[src/rtl/gat_stage_scheduler.sv]
// -----------------------------------------------------------------------------
// gat_stage_scheduler
//
// Token-based scheduler for the four GAT layer stages:
//   stage 0 SPMM (sparse H x W), 1 DMVM (attention coefficients),
//   stage 2 SM (softmax),        3 AGGR (aggregation).
// A batch of N sub-graphs is pushed through the stages in pipeline fashion.
// Each stage gets a registered one-cycle start pulse and reports completion
// with a one-cycle vld pulse. A stage may run ahead of its downstream
// neighbour by at most BUF_DEPTH results (inter-stage result slots).
//
// Parameters:
//   SG_W       width of sub-graph counters and num_subgraph_i
//   BUF_DEPTH  result slots between consecutive stages (legal 1..4)
//
// Ports:
//   clk, rst_n                  clock, asynchronous active-low reset
//   start_i                     run command pulse, sampled only in IDLE
//   num_subgraph_i [SG_W]       batch size N, latched on accepted start_i
//   busy_o                      high in RUN and DONE
//   done_o                      one-cycle pulse when the batch completes
//   err_o                       sticky: vld from a stage that was not busy
//   <stage>_start_o             registered one-cycle start pulse per stage
//   <stage>_rdy_i               stage can accept a start
//   <stage>_vld_i               one-cycle completion pulse per stage
//   cur_subgraph_o [SG_W]       sub-graphs completed by AGGR
//   perf_cycles_o [32]          RUN cycle count
//   perf_stall_o  [32]          RUN cycles with a stage blocked by !rdy or
//                               a full downstream buffer
//
// Build option:
//   GAT_SCHED_PERF_EN  when defined, builds the saturating performance
//                      counters; otherwise perf_cycles_o/perf_stall_o are 0.
// -----------------------------------------------------------------------------
module gat_stage_scheduler #(
  parameter int unsigned SG_W      = 16,
  parameter int unsigned BUF_DEPTH = 2
) (
  input  logic            clk,
  input  logic            rst_n,
  input  logic            start_i,
  input  logic [SG_W-1:0] num_subgraph_i,
  output logic            busy_o,
  output logic            done_o,
  output logic            err_o,
  output logic            spmm_start_o,
  output logic            dmvm_start_o,
  output logic            sm_start_o,
  output logic            aggr_start_o,
  input  logic            spmm_rdy_i,
  input  logic            dmvm_rdy_i,
  input  logic            sm_rdy_i,
  input  logic            aggr_rdy_i,
  input  logic            spmm_vld_i,
  input  logic            dmvm_vld_i,
  input  logic            sm_vld_i,
  input  logic            aggr_vld_i,
  output logic [SG_W-1:0] cur_subgraph_o,
  output logic [31:0]     perf_cycles_o,
  output logic [31:0]     perf_stall_o
);

  typedef enum logic [1:0] {
    ST_IDLE = 2'd0,
    ST_RUN  = 2'd1,
    ST_DONE = 2'd2
  } state_t;

  localparam logic [SG_W-1:0] BUF_LIM = SG_W'(BUF_DEPTH);

  state_t          state_q;
  state_t          state_d;

  logic [SG_W-1:0] n_q;
  logic [SG_W-1:0] issued_q [4];
  logic [SG_W-1:0] cmpl_q   [4];
  logic [3:0]      busy_q;
  logic [3:0]      start_q;
  logic            err_q;

  // Per-stage vectors, index 0..3 = SPMM, DMVM, SM, AGGR.
  logic [3:0]      rdy;
  logic [3:0]      vld;
  logic [3:0]      avail;   // upstream has produced work not yet issued
  logic [3:0]      room;    // downstream result slot free
  logic [3:0]      issue;
  logic            accept;
  logic            in_run;
  logic [SG_W-1:0] aggr_cmpl_nxt;

  assign rdy    = {aggr_rdy_i, sm_rdy_i, dmvm_rdy_i, spmm_rdy_i};
  assign vld    = {aggr_vld_i, sm_vld_i, dmvm_vld_i, spmm_vld_i};
  assign accept = (state_q == ST_IDLE) && start_i;
  assign in_run = (state_q == ST_RUN);

  // ---------------------------------------------------------------------------
  // Issue decision, evaluated purely on registered state. issued[s+1] never
  // exceeds cmpl[s], so the buffer-occupancy subtraction cannot wrap.
  // ---------------------------------------------------------------------------
  always_comb begin
    avail    = '0;
    room     = '0;
    avail[0] = (issued_q[0] < n_q);
    for (int unsigned s = 1; s < 4; s++) begin
      avail[s] = (issued_q[s] < cmpl_q[s-1]);
    end
    for (int unsigned s = 0; s < 3; s++) begin
      room[s] = ((cmpl_q[s] - issued_q[s+1]) < BUF_LIM);
    end
    room[3] = 1'b1;
    issue   = in_run ? (~busy_q & rdy & ~start_q & avail & room) : '0;
  end

  // Completion count including a completion arriving this cycle, so that
  // done_o follows the final aggr_vld_i by exactly one cycle.
  assign aggr_cmpl_nxt = cmpl_q[3] + SG_W'(vld[3] & busy_q[3]);

  always_comb begin
    state_d = state_q;
    case (state_q)
      ST_IDLE: if (start_i) state_d = ST_RUN;
      ST_RUN:  if (aggr_cmpl_nxt == n_q) state_d = ST_DONE;
      ST_DONE: state_d = ST_IDLE;
      default: state_d = ST_IDLE;
    endcase
  end

  // ---------------------------------------------------------------------------
  // Control state and per-stage token tracking
  // ---------------------------------------------------------------------------
  always_ff @(posedge clk or negedge rst_n) begin
    if (!rst_n) begin
      state_q <= ST_IDLE;
      n_q     <= '0;
      busy_q  <= '0;
      start_q <= '0;
      err_q   <= 1'b0;
      for (int unsigned s = 0; s < 4; s++) begin
        issued_q[s] <= '0;
        cmpl_q[s]   <= '0;
      end
    end else begin
      state_q <= state_d;
      start_q <= issue;

      if (accept) begin
        n_q    <= num_subgraph_i;
        busy_q <= '0;
        for (int unsigned s = 0; s < 4; s++) begin
          issued_q[s] <= '0;
          cmpl_q[s]   <= '0;
        end
      end else begin
        // Issue needs !busy and a completion needs busy, so for a legal
        // stage the two branches never fire on the same edge.
        for (int unsigned s = 0; s < 4; s++) begin
          if (issue[s]) begin
            busy_q[s]   <= 1'b1;
            issued_q[s] <= issued_q[s] + 1'b1;
          end
          if (vld[s] && busy_q[s]) begin
            busy_q[s] <= 1'b0;
            cmpl_q[s] <= cmpl_q[s] + 1'b1;
          end
        end
      end

      if (accept) begin
        err_q <= 1'b0;
      end else if (|(vld & ~busy_q)) begin
        err_q <= 1'b1;
      end
    end
  end

  assign busy_o         = (state_q != ST_IDLE);
  assign done_o         = (state_q == ST_DONE);
  assign err_o          = err_q;
  assign spmm_start_o   = start_q[0];
  assign dmvm_start_o   = start_q[1];
  assign sm_start_o     = start_q[2];
  assign aggr_start_o   = start_q[3];
  assign cur_subgraph_o = cmpl_q[3];

  // ---------------------------------------------------------------------------
  // Performance counters
  // ---------------------------------------------------------------------------
`ifdef GAT_SCHED_PERF_EN
  logic [31:0] perf_cycles_q;
  logic [31:0] perf_stall_q;
  logic        stall_now;

  // A stage is stalled when it has work and is idle, but its ready is low or
  // its downstream buffer is full.
  assign stall_now = in_run && (|(avail & ~busy_q & (~rdy | ~room)));

  always_ff @(posedge clk or negedge rst_n) begin
    if (!rst_n) begin
      perf_cycles_q <= '0;
      perf_stall_q  <= '0;
    end else if (accept) begin
      perf_cycles_q <= '0;
      perf_stall_q  <= '0;
    end else if (in_run) begin
      if (perf_cycles_q != '1) perf_cycles_q <= perf_cycles_q + 1'b1;
      if (stall_now && (perf_stall_q != '1)) perf_stall_q <= perf_stall_q + 1'b1;
    end
  end

  assign perf_cycles_o = perf_cycles_q;
  assign perf_stall_o  = perf_stall_q;
`else
  assign perf_cycles_o = '0;
  assign perf_stall_o  = '0;
`endif

endmodule

[config.mk]
export PLATFORM = sky130hd
export DESIGN_NAME = gat_stage_scheduler
export DESIGN_NICKNAME = d
export VERILOG_FILES = /design/src/rtl/gat_stage_scheduler.sv
export SDC_FILE = /design/constraint.sdc
export NUM_CORES = 1
export LEC_CHECK = 0
export BUFFER_PORTS_ARGS = -buffer_cell sky130_fd_sc_hd__buf_4
export CORE_UTILIZATION = 38
export CTS_BUF_LIST = sky130_fd_sc_hd__clkbuf_4
export DETAILED_ROUTE_END_ITERATION = 6
export GPL_ROUTABILITY_DRIVEN = 0
export SLEW_MARGIN = 20
export SYNTH_ARGS = -nofsm -noshare
export SYNTH_HDL_FRONTEND = slang
export SYNTH_SLANG_ARGS = --single-unit
[constraint.sdc]
create_clock -name clk -period 3.55 [get_ports clk]
set_clock_uncertainty 0.05 [all_clocks]
set_input_delay 0.1775 -clock clk [delete_from_list [all_inputs] [get_ports clk]]
set_output_delay 0.1775 -clock clk [all_outputs]
set_load 0.02 [all_outputs]
==> metrics list <==
- Vias per cell: approximately 5.3
- In this run, synthesis produced a sequential element count of 155.
* Fraction of the cycle the final worst path needs: 108%
- TritonCTS Sinks: 155
* Post-synthesis async set-or-reset flop share: 100%
- Counting the fill cells in the layout gives 2,995.
* Reg-to-reg slack, setup: -0.30 ns
- Fraction of final layout cells with drive strength greater than 1: 24.0%
- Setup violations remaining at the end of the flow were counted as 46.
* Commonest cells after routing, fill and taps aside: 248 x sky130_fd_sc_hd__buf_4, 155 x sky130_fd_sc_hd__dfrtp_1, 150 x sky130_fd_sc_hd__nor2_1
* Clock buffer count from CTS: 17
- Average routed wire per standard cell: 15.6 µm
- The H-tree was split into 4 levels.
- Summed over all failing endpoints, the final setup total negative slack is -7.74 ns.
- Along the worst path, the maximum fanout reaches 7.
* Hold Worst Slack: roughly 0.17 ns
- Synthesis produced a netlist whose cell count is 1,473.
- Number of port buffers: 49
- Highest ir drop seen on vdd: just under 0.2 mV
- Placement Rows: between 60 and 70
- In the final design database the tool counted 1,817 nets.
* Fin worst setup slack: -0.302 ns
- Each instance of the synthesized netlist takes up on average 8.18 µm².
- The number of slew-limit violations in the final report came to 0.
* Clock-pin slew on the worst setup and hold paths: 0.14 ns
- For the pin with the worst max-slew slack, the measured transition is 0.967 ns.
- TritonCTS built the clock tree.
- Count of distinct cell types in the synthesized netlist: 76
* Static leakage: slightly above 7 nW
- Outcome: finished with violations
- Critical setup path kind: flip-flop to flip-flop
- STA puts the critical path data required time at 3.97 ns.
- Yosys printed 0 warnings.
* Max-slew headroom: 35.4%
* Most frequent standard cell in the layout excluding fill and tap cells: sky130_fd_sc_hd__buf_4
* First-pass GRT wire length: 54,100 µm
* Area of the die: 32,400 µm²
- Final critical delay including setup and external delays: 3.85 ns
- Including well taps, the total number of placed cells is between 2k and 2.5k.
- Clk_lat worst skew: 0.60 ns
- Height of the chip: about 180 µm
- Part of the Yosys area used for sequential elements: 32.2%
- Largest net degree at the start of global routing: 89
- For this configuration, the core starts out at a cell density of roughly 39%.
- Type of element capturing the critical path: flip-flop
- In this run the horizontal extent of the chip is 180 µm.
- Final wirelength: between 30,000 and 40,000 µm
* Drt pass-1 iters: 5
- DRT iter0 DRCs: 699
- Summing every instance area after synthesis gives ~12,000 µm².
* Power consumption: between 3 and 4 mW
* Hold crit path type: primary input to async pin
- Worst EP arrival: roughly 4.3 ns
* Failing checks: negative setup slack
- The worst setup path is launched from a flip-flop.
- Total core area: between 30,000 and 40,000 µm²
- Counting flops with a built-in enable in the synthesized netlist gives 0.
- Max frequency: 260 MHz
* Top FF cell, synth: sky130_fd_sc_hd__dfrtp_1
- Number of non-filler instances in the completed layout: around 2.1k
- Setup repair after global routing missed its margin: yes
* Boundary pin count: approximately 110
- In this run the remaining antenna-violating nets after routing total 0.
- For this block, the via count after detailed routing is 11.3k.
* Total Routing Usage GR: approximately 21%
- Pwr per Cell Area: 262 nW/µm²
- The total overflow left after global routing is 0.
* Cell at the root of the clock tree: sky130_fd_sc_hd__clkbuf_4
- Antenna violations before repair: 1
- The number of global-route vias before repair came to 11.1k.
- The count of final hold-check violations came to 0.
- Clock Tree Buf Depth: 2
- Across the run, the number of max-cap violations was 0.
- After legalization and detailed placement, the total HPWL measured 24,500 µm.
- Area added between synthesis and finish: 26.5%
- In the routed design, unresolved DRC markers number 0.
[routing by layer]
layer  up-vias  track usage (%)  share of wire, %
met5         -                0                 0
met4         0             9.16               3.4
met3        72             3.13               4.0
met2       281             35.0                47
met1      5397             25.8                45
li1       5574                -                 -
[cell families after synthesis]
kind of cell / after synthesis / share of synthesized area [%]
mux: 28 / 2.49
xor+xnor: 96 / 6.98
fa+ha+maj: 76 / 8.08
flops: 155 / 32.2
simple gates: 594 / 24.8
other cells: 1 / 0.0311
compound gates: 295 / 15.6
buf+inv: 228 / 9.78
[worst max-delay path: stages, from the launching register on]
cell,delay [ns]
sky130_fd_sc_hd__dfrtp_1,0.43
sky130_fd_sc_hd__ha_4,0.17
sky130_fd_sc_hd__fa_2,0.34
sky130_fd_sc_hd__nand2b_4,0.16
sky130_fd_sc_hd__a21boi_2,0.17
sky130_fd_sc_hd__o21ai_2,0.08
sky130_fd_sc_hd__mux2_4,0.30
sky130_fd_sc_hd__or4b_4,0.53
sky130_fd_sc_hd__a2111oi_4,0.18
sky130_fd_sc_hd__or4b_4,0.54
sky130_fd_sc_hd__buf_12,0.17
sky130_fd_sc_hd__buf_8,0.13
sky130_fd_sc_hd__nor3_4,0.17
sky130_fd_sc_hd__mux2_4,0.31
[registers in the layout, indices dropped and copies added, names as in the netlist]
name	cells
n_q	16
start_q	4
state_q	2
cur_subgraph_o	16
busy_q	4
cmpl_q	48
err_o	1
issued_q	64
[power by group]
| group | total (mW) | switching [mW] | internal (mW) |
|---|---|---|---|
| Clock | 1.12 | 0.679 | 0.437 |
| Combinational | 0.991 | 0.522 | 0.469 |
| Sequential | 1.89 | 0.0596 | 1.83 |
[final timing paths]
path	from	end	cells past startpoint
worst max-delay path	issued_q[0]	issued_q[28]	13
worst min-delay path	rst_n	cmpl_q[16]	2
worst max register to register	issued_q[0]	issued_q[28]	13
worst min register to register	state_q[1]	state_q[0]	1
max in group asynchronous	rst_n	cmpl_q[40]	3
min in group clk	aggr_rdy_i	start_q[3]	6
[timing repair]
action,4_1_cts,5_1_grt
gates cloned,4,0
hold buffers,22,0
setup buffers,18,8
pin swaps,40,36
resized for setup,87,41
setup endpoints to repair,49,52
endpoints found under the hold margin,114,0
[Yosys cell counts (all sizes together), types with 4 or more instances]
cell type | instances | area share [%]
ha | 73 | 7.6
o21a | 8 | 0.50
a211o | 6 | 0.44
a21o | 12 | 0.75
o31ai | 16 | 1.0
nor3b | 4 | 0.25
o21ai | 77 | 3.2
o211ai | 28 | 1.7
nor2 | 152 | 4.7
clkbuf | 40 | 1.3
or3 | 28 | 1.5
mux2i | 12 | 1.0
nor4 | 22 | 1.1
nor2b | 16 | 0.83
buf | 94 | 5.6
nand2 | 119 | 3.7
or4 | 27 | 1.7
xnor2 | 43 | 3.1
a31oi | 10 | 0.52
dfrtp | 155 | 32
or2 | 10 | 0.52
nand2b | 25 | 1.3
and2 | 5 | 0.26
nand3 | 71 | 3.0
inv | 94 | 2.9
a211oi | 10 | 0.62
a21oi | 86 | 3.6
and3 | 24 | 1.3
a2111oi | 9 | 0.68
xor2 | 53 | 3.9
mux2 | 16 | 1.5
nand4 | 35 | 1.8
nor3 | 39 | 1.6
[cell type report]
class	count	area, µm²	area share (%)
Multi-Input combinational cell	1153	7790	51.1
Sequential cell	155	3880	25.5
Timing Repair Buffer	293	2430	16.0
Tap cell	396	495	3.25
Inverter	94	360	2.36
Clock buffer	20	150	0.985
Clock inverter	12	123	0.805
Antenna cell	2	5.00	0.0328
[per-stage QoR]
stage               util [%]  worst slack (ns)  area (µm²)
floorplan                  -            -0.157       12400
global placement        45.1            -0.400       14000
detailed placement      45.1            -0.482       14000
CTS                     48.9            -0.319       15100
global route            49.3            -0.521       15200
finish                  49.3            -0.302       15200
Note: power is estimated with default switching activity, not from simulation.
